File: src/rtl/vga_scanout_if.sv
// Read-only VRAM port between the scanout engine (master) and the video RAM (slave).
// Read data follows the address by one registered stage on the RAM side.
interface vga_scanout_if;
  logic [15:0] vaddr;
  logic [15:0] vout;

  modport master (output vaddr, input vout);
  modport slave  (input vaddr, output vout);
endinterface

File: src/rtl/vga_scanout.sv
// VGA scanout: raster timing, scaled/centred framebuffer walk, VRAM read pipeline and RGB/sync drive.
// Every output is aligned to the raster position the counters held three cycles earlier.
module vga_scanout #(
  parameter int          H_ACTIVE = 640,
  parameter int          H_FP     = 16,
  parameter int          H_SYNC   = 96,
  parameter int          H_BP     = 48,
  parameter int          V_ACTIVE = 480,
  parameter int          V_FP     = 10,
  parameter int          V_SYNC   = 2,
  parameter int          V_BP     = 33,
  parameter int          IMG_W    = 128,
  parameter int          IMG_H    = 124,
  parameter int          SCALE    = 3,
  parameter int          H_OFF    = 128,
  parameter int          V_OFF    = 54,
  parameter logic [15:0] BORDER   = 16'h0000
) (
  input  logic                 vclk,
  input  logic                 rst,
  vga_scanout_if.master        vram,
  output logic [7:0]           vga_r,
  output logic [7:0]           vga_g,
  output logic [7:0]           vga_b,
  output logic                 vga_hs,
  output logic                 vga_vs,
  output logic                 vblank,
  output logic                 frame_start
);

  localparam int H_TOTAL = H_ACTIVE + H_FP + H_SYNC + H_BP;
  localparam int V_TOTAL = V_ACTIVE + V_FP + V_SYNC + V_BP;
  localparam int HW = $clog2(H_TOTAL);
  localparam int VW = $clog2(V_TOTAL);
  localparam int CW = $clog2(IMG_W);
  localparam int RW = $clog2(IMG_H);
  localparam int SW = (SCALE > 1) ? $clog2(SCALE) : 1;

  localparam logic [HW-1:0] H_MAX  = HW'(H_TOTAL - 1);
  localparam logic [HW-1:0] H_ACT  = HW'(H_ACTIVE);
  localparam logic [HW-1:0] HS_BEG = HW'(H_ACTIVE + H_FP);
  localparam logic [HW-1:0] HS_END = HW'(H_ACTIVE + H_FP + H_SYNC);
  localparam logic [HW-1:0] HX0    = HW'(H_OFF);
  localparam logic [HW-1:0] HX1    = HW'(H_OFF + IMG_W * SCALE);
  localparam logic [VW-1:0] V_MAX  = VW'(V_TOTAL - 1);
  localparam logic [VW-1:0] V_ACT  = VW'(V_ACTIVE);
  localparam logic [VW-1:0] VS_BEG = VW'(V_ACTIVE + V_FP);
  localparam logic [VW-1:0] VS_END = VW'(V_ACTIVE + V_FP + V_SYNC);
  localparam logic [VW-1:0] VY0    = VW'(V_OFF);
  localparam logic [VW-1:0] VY1    = VW'(V_OFF + IMG_H * SCALE);
  localparam logic [SW-1:0] REP_MAX = SW'(SCALE - 1);

  typedef struct packed {
    logic active;
    logic img;
    logic hs;
    logic vs;
    logic fs;
    logic vb;
  } tag_t;

  localparam tag_t BLANK = '{active: 1'b0, img: 1'b0, hs: 1'b1, vs: 1'b1, fs: 1'b0, vb: 1'b0};

  logic [HW-1:0] hc;
  logic [VW-1:0] vc;
  logic [CW-1:0] col;
  logic [RW-1:0] row;
  logic [SW-1:0] x_rep, y_rep;
  logic          h_win, v_win, in_img;
  tag_t          t0;
  tag_t [2:1]    tag_pipe;
  logic [14:0]   pix;

  // Raster counters
  always_ff @(posedge vclk or negedge rst) begin
    if (!rst) begin
      hc <= '0;
      vc <= '0;
    end else if (hc == H_MAX) begin
      hc <= '0;
      vc <= (vc == V_MAX) ? '0 : vc + 1'b1;
    end else begin
      hc <= hc + 1'b1;
    end
  end

  assign h_win  = (hc >= HX0) && (hc < HX1);
  assign v_win  = (vc >= VY0) && (vc < VY1);
  assign in_img = h_win && v_win;

  // Replicate sub-counters stand in for (hc-H_OFF)/SCALE and (vc-V_OFF)/SCALE.
  // Outside the window they sit at zero, so the first window column/line starts clean.
  always_ff @(posedge vclk or negedge rst) begin
    if (!rst) begin
      col   <= '0;
      x_rep <= '0;
    end else if (h_win) begin
      if (x_rep == REP_MAX) begin
        x_rep <= '0;
        col   <= col + 1'b1;
      end else begin
        x_rep <= x_rep + 1'b1;
      end
    end else begin
      col   <= '0;
      x_rep <= '0;
    end
  end

  always_ff @(posedge vclk or negedge rst) begin
    if (!rst) begin
      row   <= '0;
      y_rep <= '0;
    end else if (hc == H_MAX) begin
      if (!v_win) begin
        row   <= '0;
        y_rep <= '0;
      end else if (y_rep == REP_MAX) begin
        y_rep <= '0;
        row   <= row + 1'b1;
      end else begin
        y_rep <= y_rep + 1'b1;
      end
    end
  end

  // IMG_W is a power of two, so row*IMG_W+col is a plain concatenation
  always_ff @(posedge vclk or negedge rst) begin
    if (!rst)
      vram.vaddr <= '0;
    else if (in_img)
      vram.vaddr <= 16'({row, col});
  end

  always_comb begin
    t0        = BLANK;
    t0.active = (hc < H_ACT) && (vc < V_ACT);
    t0.img    = in_img;
    t0.hs     = !((hc >= HS_BEG) && (hc < HS_END));
    t0.vs     = !((vc >= VS_BEG) && (vc < VS_END));
    t0.fs     = (hc == '0) && (vc == '0);
    t0.vb     = (vc >= V_ACT);
  end

  // Status travels alongside the address/data so it lines up with the RAM latency
  always_ff @(posedge vclk or negedge rst) begin
    if (!rst)
      tag_pipe <= {2{BLANK}};
    else begin
      tag_pipe[1] <= t0;
      tag_pipe[2] <= tag_pipe[1];
    end
  end

  always_comb begin
    pix = '0;
    if (tag_pipe[2].active)
      pix = tag_pipe[2].img ? vram.vout[14:0] : BORDER[14:0];
  end

  // Bit 15 of a VRAM word carries no colour
  logic unused_vout_msb;
  assign unused_vout_msb = vram.vout[15];

  always_ff @(posedge vclk or negedge rst) begin
    if (!rst) begin
      vga_r       <= '0;
      vga_g       <= '0;
      vga_b       <= '0;
      vga_hs      <= 1'b1;
      vga_vs      <= 1'b1;
      vblank      <= 1'b0;
      frame_start <= 1'b0;
    end else begin
      vga_r       <= {pix[14:10], pix[14:12]};
      vga_g       <= {pix[9:5],   pix[9:7]};
      vga_b       <= {pix[4:0],   pix[4:2]};
      vga_hs      <= tag_pipe[2].hs;
      vga_vs      <= tag_pipe[2].vs;
      vblank      <= tag_pipe[2].vb;
      frame_start <= tag_pipe[2].fs;
    end
  end

endmodule

File: src/flat_wrapper.sv
// flat-port wrapper written by rule: the top's interface ports become plain ports
module vga_scanout_flat 
#(
  parameter int          H_ACTIVE = 640,
  parameter int          H_FP     = 16,
  parameter int          H_SYNC   = 96,
  parameter int          H_BP     = 48,
  parameter int          V_ACTIVE = 480,
  parameter int          V_FP     = 10,
  parameter int          V_SYNC   = 2,
  parameter int          V_BP     = 33,
  parameter int          IMG_W    = 128,
  parameter int          IMG_H    = 124,
  parameter int          SCALE    = 3,
  parameter int          H_OFF    = 128,
  parameter int          V_OFF    = 54,
  parameter logic [15:0] BORDER   = 16'h0000
)
  (vclk, rst, vga_r, vga_g, vga_b, vga_hs, vga_vs, vblank, frame_start, vram_vaddr, vram_vout);
  vga_scanout_if vram_i ();
  input  logic vclk;
  input  logic rst;
  output logic [7:0] vga_r;
  output logic [7:0] vga_g;
  output logic [7:0] vga_b;
  output logic vga_hs;
  output logic vga_vs;
  output logic vblank;
  output logic frame_start;
  output wire logic [$bits(vram_i.vaddr)-1:0] vram_vaddr;
  input wire logic [$bits(vram_i.vout)-1:0] vram_vout;
  assign vram_vaddr = vram_i.vaddr;
  assign vram_i.vout = vram_vout;
  vga_scanout #(.H_ACTIVE(H_ACTIVE), .H_FP(H_FP), .H_SYNC(H_SYNC), .H_BP(H_BP), .V_ACTIVE(V_ACTIVE), .V_FP(V_FP), .V_SYNC(V_SYNC), .V_BP(V_BP), .IMG_W(IMG_W), .IMG_H(IMG_H), .SCALE(SCALE), .H_OFF(H_OFF), .V_OFF(V_OFF), .BORDER(BORDER)) u_core (.vclk(vclk), .rst(rst), .vram(vram_i), .vga_r(vga_r), .vga_g(vga_g), .vga_b(vga_b), .vga_hs(vga_hs), .vga_vs(vga_vs), .vblank(vblank), .frame_start(frame_start));
endmodule
File: config.mk
export PLATFORM = sky130hd
export DESIGN_NAME = vga_scanout_flat
export DESIGN_NICKNAME = d
export VERILOG_FILES = /design/src/rtl/vga_scanout_if.sv /design/src/rtl/vga_scanout.sv /design/src/flat_wrapper.sv
export SDC_FILE = /design/constraint.sdc
export NUM_CORES = 1
export LEC_CHECK = 0
export BUFFER_PORTS_ARGS = -buffer_cell sky130_fd_sc_hd__buf_4
export CAP_MARGIN = 20
export CORE_ASPECT_RATIO = 1.2
export CORE_MARGIN = 8
export CORE_UTILIZATION = 50
export CTS_CLUSTER_DIAMETER = 200
export DETAILED_ROUTE_END_ITERATION = 6
export GPL_TIMING_DRIVEN = 0
export PLACE_DENSITY = 0.81
export SKIP_LAST_GASP = 1
export SLEW_MARGIN = 30
export SYNTH_ARGS = -nofsm -noshare
export SYNTH_HDL_FRONTEND = slang
export SYNTH_SLANG_ARGS = --single-unit
File: constraint.sdc
create_clock -name vclk -period 2.7 [get_ports vclk]
set_input_delay 0.54 -clock vclk [delete_from_list [all_inputs] [get_ports vclk]]
set_output_delay 0.54 -clock vclk [all_outputs]
set_load 0.02 [all_outputs]
Word level (Yosys, flattened, before mapping)

Index checks and enable logic that the tools add are counted.

Add/sub/neg operators: 6
Div/mod/pow operators: 0
Eq/ne operators: 6
Mux-type cells: 12
Bitwise operators: 0
Shift-type cells: 0
Multiply operators: 0
Reductions and logical operators: 12
Magnitude comparators: 11

Operators by type and width:

| operator                                                           | number |
|---|---|
| less-than comparator 10 bit, second input constant                 | 3 |
| less-than comparator 10 x 9 -> 1 bit, second input constant        | 3 |
| two-way mux 15 bit                                                 | 2 |
| two-way mux 7 bit                                                  | 4 |
| adder 10 x 1 -> 10 bit, second input constant                      | 2 |
| equality test 10 bit, second input constant                        | 2 |
| greater-or-equal comparator 10 x 9 -> 1 bit, second input constant | 2 |
| zero test 10 bit                                                   | 2 |
| two-way mux 10 bit                                                 | 2 |
| adder 7 x 1 -> 7 bit, second input constant                        | 2 |
| greater-or-equal comparator 10 bit, second input constant          | 1 |
| greater-or-equal comparator 10 x 6 -> 1 bit, second input constant | 1 |
| greater-or-equal comparator 10 x 8 -> 1 bit, second input constant | 1 |
| two-way mux 2 bit                                                  | 4 |
| logical AND 1 bit                                                  | 7 |
| adder 2 x 1 -> 2 bit, second input constant                        | 2 |
| equality test 2 bit, second input constant                         | 2 |
| inequality test 2 bit, second input constant                       | 2 |
| zero test 1 bit                                                    | 2 |
| AND reduction 2 bit                                                | 1 |

Memories: 0
Latch bits: 0
Logic and storage cells: 73
Bits in writable memories: 0
Bits in read-only memories: 0
Bits in registers: 92
Input port bits: 18
Output and inout bits: 44

Logic depth before layout (Yosys ltp)

Depth in word-level cells: 4
Gate-level depth with buffers: 7
Mapped depth without buffers: 6

Least setup slack after synthesis

Ideal clock, no wire load.

Kind: register to register
Start: reg u_core.hc[0]
End: reg u_core.row[6]
Path slack: 0.860 ns
Required time: 2.634 ns
Clock period less this slack: 1.840 ns
Setup time: 0.066 ns
Stages on the path, launching flop included: 7
Arrival time: 1.774 ns
Cells stage by stage: dfrtp_1 > ha_1 > nand3_2 > or4_4 > buf_6 > o41ai_2 > a22o_1

Longest elaborated chain between the ends: 2

Ends and longest elaborated chain:

| element                       | RTL line           | source |
|---|---|---|
| start, declared               | vga_scanout.sv:64  | `logic [HW-1:0] hc;` |
| start signal, assigned        | vga_scanout.sv:83  | `hc <= hc + 1'b1;` |
| equality test 10 bit          | vga_scanout.sv:114 | `end else if (hc == H_MAX) begin` |
| AND reduction 2 bit (no line) | -                  |  |
| end signal, assigned          | vga_scanout.sv:120 | `row <= row + 1'b1;` |
| end, declared                 | vga_scanout.sv:67  | `logic [RW-1:0] row;` |

No other way between the ends.
A chain may end at the register's enable or synchronous reset.

Worst setup path after layout

Start: reg u_core.hc[0]
End: reg u_core.vc[9]

Longest elaborated chain between the ends: 1

Ends and longest elaborated chain:

| element              | RTL line          | source |
|---|---|---|
| equality test 10 bit | vga_scanout.sv:79 | `end else if (hc == H_MAX) begin` |
| end signal, assigned | vga_scanout.sv:81 | `vc <= (vc == V_MAX) ? '0 : vc + 1'b1;` |
| end, declared        | vga_scanout.sv:65 | `logic [VW-1:0] vc;` |

No other way between the ends.

==> results by group <==
Hold path
  • Worst min path class: in2async

GRT
  • First-pass GRT wire length: 11.72 mm
  • Vias in the first global route: 2506
  • Total grt overflow: 0
  • Pin count of the biggest net entering global routing: 84
  • GRT Total Usage: 14.30%
  • Initial antenna violation count: 0

Place
  • Post-DP HPWL: between 4 and 5 mm
  • Number of I/O port buffers: 58
  • Placed Instances: roughly 460
  • GP Congestion: ~0.84

Timing
  • Fin crit period: 2.210 ns
  • RSZ-0062 raised after global routing: false
  • Slew Limit Fails: 0
  • Slew @ Worst Pin: 0.7135 ns
  • Final Hold Fails: 0
  • Tcrit/Tclk final: 81.86%
  • Final worst clock skew: 0.01610 ns
  • Maximum clock frequency: 452.4 MHz
  • Setup tns final: 0 ns
  • Relative slew margins: between 50% and 60%
  • Setup Viol. Count Final: 0

Detailed routing
  • Routed Antenna Nets: 0
  • Total iterations of the first detailed-routing run: 7
  • Vias per cell: 5.412
  • Post-Route WL: around 7.1 mm
  • Vias post-DR: 2549
  • Detailed router's first-iteration violation count: between 100 and 150
  • WL/cell: ~15 µm
  • # DRC: 0

CTS
  • Max H-tree Level: 3
  • Clock Tree Root: clkbuf_8
  • Clock Sinks: 83
  • Post-cts resize count: 0
  • Num CTS Buffers: 9
  • Clock Tree Buf Depth: 2
  • Worst-path clk slew: about 0.090 ns
  • # Post-CTS Setup Buffers: 0
  • Later-pin clock latency in the skew report: 0.35 ns
  • Cts hold-fix bufs: 0
  • CTS tree: done

Die
  • Num ports: 62
  • Core Region: 0.007104 mm²
  • Num rows: 34
  • Initial Util: approximately half
  • Chip height: 108.6 µm
  • Chip Width: slightly above 90 µm
  • Die area: approximately 0.010 mm²

Final layout
  • Fin cells: 471
  • Layout area overhead: 21.03%
  • Commonest cells after routing, fill and taps aside: 77 x dfrtp_1, 69 x buf_4, 21 x nand2_1
  • Diodes inserted: 0
  • Commonest non-fill, non-tap cell in the layout: dfrtp_1
  • Fin nets: 400
  • Share of cells above drive strength 1: a little under a third

Setup path
  • Reg-to-Reg Start: u_core.hc[0]
  • WP data arrival: 2.43 ns
  • Worst reg-to-reg path cell count: 6
  • Beginning of the critical path: u_core.hc[0]
  • Element type at the critical path end: flop
  • R2R Setup Slk: 0.49 ns
  • Critical-path maximum fanout: 10
  • CP required: 2.92 ns
  • Critical path type: reg2reg
  • Worst reg2reg endpoint: u_core.vc[9]
  • Worst Setup Start Kind: flop

Synthesis
  • Proportion of netlist area held by the largest area contributor: 53.88%
  • Mean area per synthesized cell: 11.69 µm²
  • Number of distinct library cells after synthesis: 49
  • Cells after synthesis: a little over 300
  • Yosys reg bits: 83
  • EDFF count, synth: 0
  • Yosys warns: 0
  • Synth top area cells: dfrtp_1 54%, dfstp_2 4.4%, mux2_2 4.4%
  • Sequential cell area fraction in the yosys report: 58.29%
  • Post-synthesis cell area: between 0.003 and 0.004 mm²
  • Main synth FF type: dfrtp_1
  • Asr flop ratio synth: 100.0%
  • Leading area contributor after synthesis: dfrtp_1

Power and ir drop
  • PwrDens: 500.7 mW/mm²
  • Leak Pwr: 2.185 nW
  • Peak VDD IR: around 340 µV

Job
  • Max-cap violations: 0

Outcome
  • Status: complete, no violations
worst max-delay path by stage:
stage,endpoint,slack (ns),cells after the start
6_report,u_core.vc[9],0.49,6
5_1_grt,u_core.vram.vaddr[12],0.40,5
4_1_cts,u_core.vc[9],0.49,6
3_5_place_dp,u_core.y_rep[0],0.51,5
3_3_place_gp,u_core.vc[9],0.58,6
2_1_floorplan,u_core.row[6],0.86,6
power breakdown:
| group | total, mW | switching (mW) | internal (mW) |
|---|---|---|---|
| Combinational | 0.0446 | 0.0278 | 0.0168 |
| Clock | 0.880 | 0.426 | 0.454 |
| Sequential | 1.24 | 0 | 1.24 |
| Total | 2.17 | 0.454 | 1.71 |
Yosys cell counts (2+ instances only):
cell	number
nand3_1	10
nand2_1	21
nor2b_1	2
or3_1	4
ha_1	6
nand4_1	10
nor2_1	15
xnor2_1	4
mux2_2	14
a21oi_1	4
a22o_1	2
and3_1	20
buf_2	5
buf_4	12
dfstp_2	6
and2_1	2
clkbuf_1	6
and4_1	3
xor2_1	13
o21a_1	2
a31oi_1	2
or2_2	2
nor4_1	3
mux2i_1	3
nand2b_1	2
and4b_1	2
o21ai_2	2
a41oi_1	3
inv_1	11
o211ai_1	3
dfrtp_1	77
nor3_1	6
o22ai_1	3
o21ai_0	9
nor3b_1	3
state kept, by name, summed over array words and instances (netlist names):
name / cells
u_core.col: 7
u_core.frame_start: 1
u_core.hc: 10
u_core.row: 7
u_core.tag_pipe: 12
u_core.vblank: 1
u_core.vc: 10
u_core.vga_b: 5
u_core.vga_g: 5
u_core.vga_hs: 1
u_core.vga_r: 5
u_core.vga_vs: 1
u_core.vram.vaddr: 14
u_core.x_rep: 2
u_core.y_rep: 2
layer usage:
| metal | global-route usage [%] | share of wire (%) | vias up |
|---|---|---|---|
| met5 | 0 | 0 | - |
| met4 | 5.306 | 1.3 | 0 |
| met3 | 4.545 | 6.9 | 9 |
| met2 | 24.90 | 50 | 78 |
| met1 | 16.06 | 42 | 1259 |
| li1 | - | - | 1203 |
logic make-up (layout without fill, tap and decap cells):
group / Yosys count / count (layout) / share of synthesized area, %
XOR/XNOR: 17 / 17 / 4.164
AND/OR/NAND/NOR: 114 / 114 / 18.51
adder cells (fa/ha/maj): 6 / 6 / 2.099
other: 1 / 2 / 0.1049
AO/OA/AOI/OAI: 32 / 32 / 6.123
buffers and inverters: 36 / 110 / 5.458
flip-flops: 83 / 83 / 58.29
multiplexers: 17 / 17 / 5.248
stage by stage:
stage	hold slack [ns]	area [µm²]	setup WS (ns)	total power, mW	utilization, %
finish	0.2042	4328	0.4896	2.167	60.92
CTS	0.3504	4324	0.4871	2.183	60.87
floorplan	0.2444	3580	0.8605	1.272	-
global route	0.2601	4328	0.3980	2.246	60.92
detailed placement	0.3363	4128	0.5058	1.312	58.10
global placement	0.3330	4128	0.5842	1.311	58.10
critical path, stage by stage, from the launching register on:
cell and delay (ns):
dfrtp_1 0.41, ha_1 0.23, nand3_2 0.15, nor4_1 0.55
clkbuf_1 0.42, nand4_1 0.19, mux2i_1 0.15
cell type report:
cell class              instances  area (µm²)
multi-input cells             188        1300
clock buffers                  12       145.1
well taps                      90       112.6
repair buffers                 58       439.2
flip-flops and latches         83        2085
fillers                       549        2776
inverters                      11       41.29
clock inverters                 4       51.30
plain buffers                  25       153.9
No activity file was read; power rests on OpenSTA's default activity.
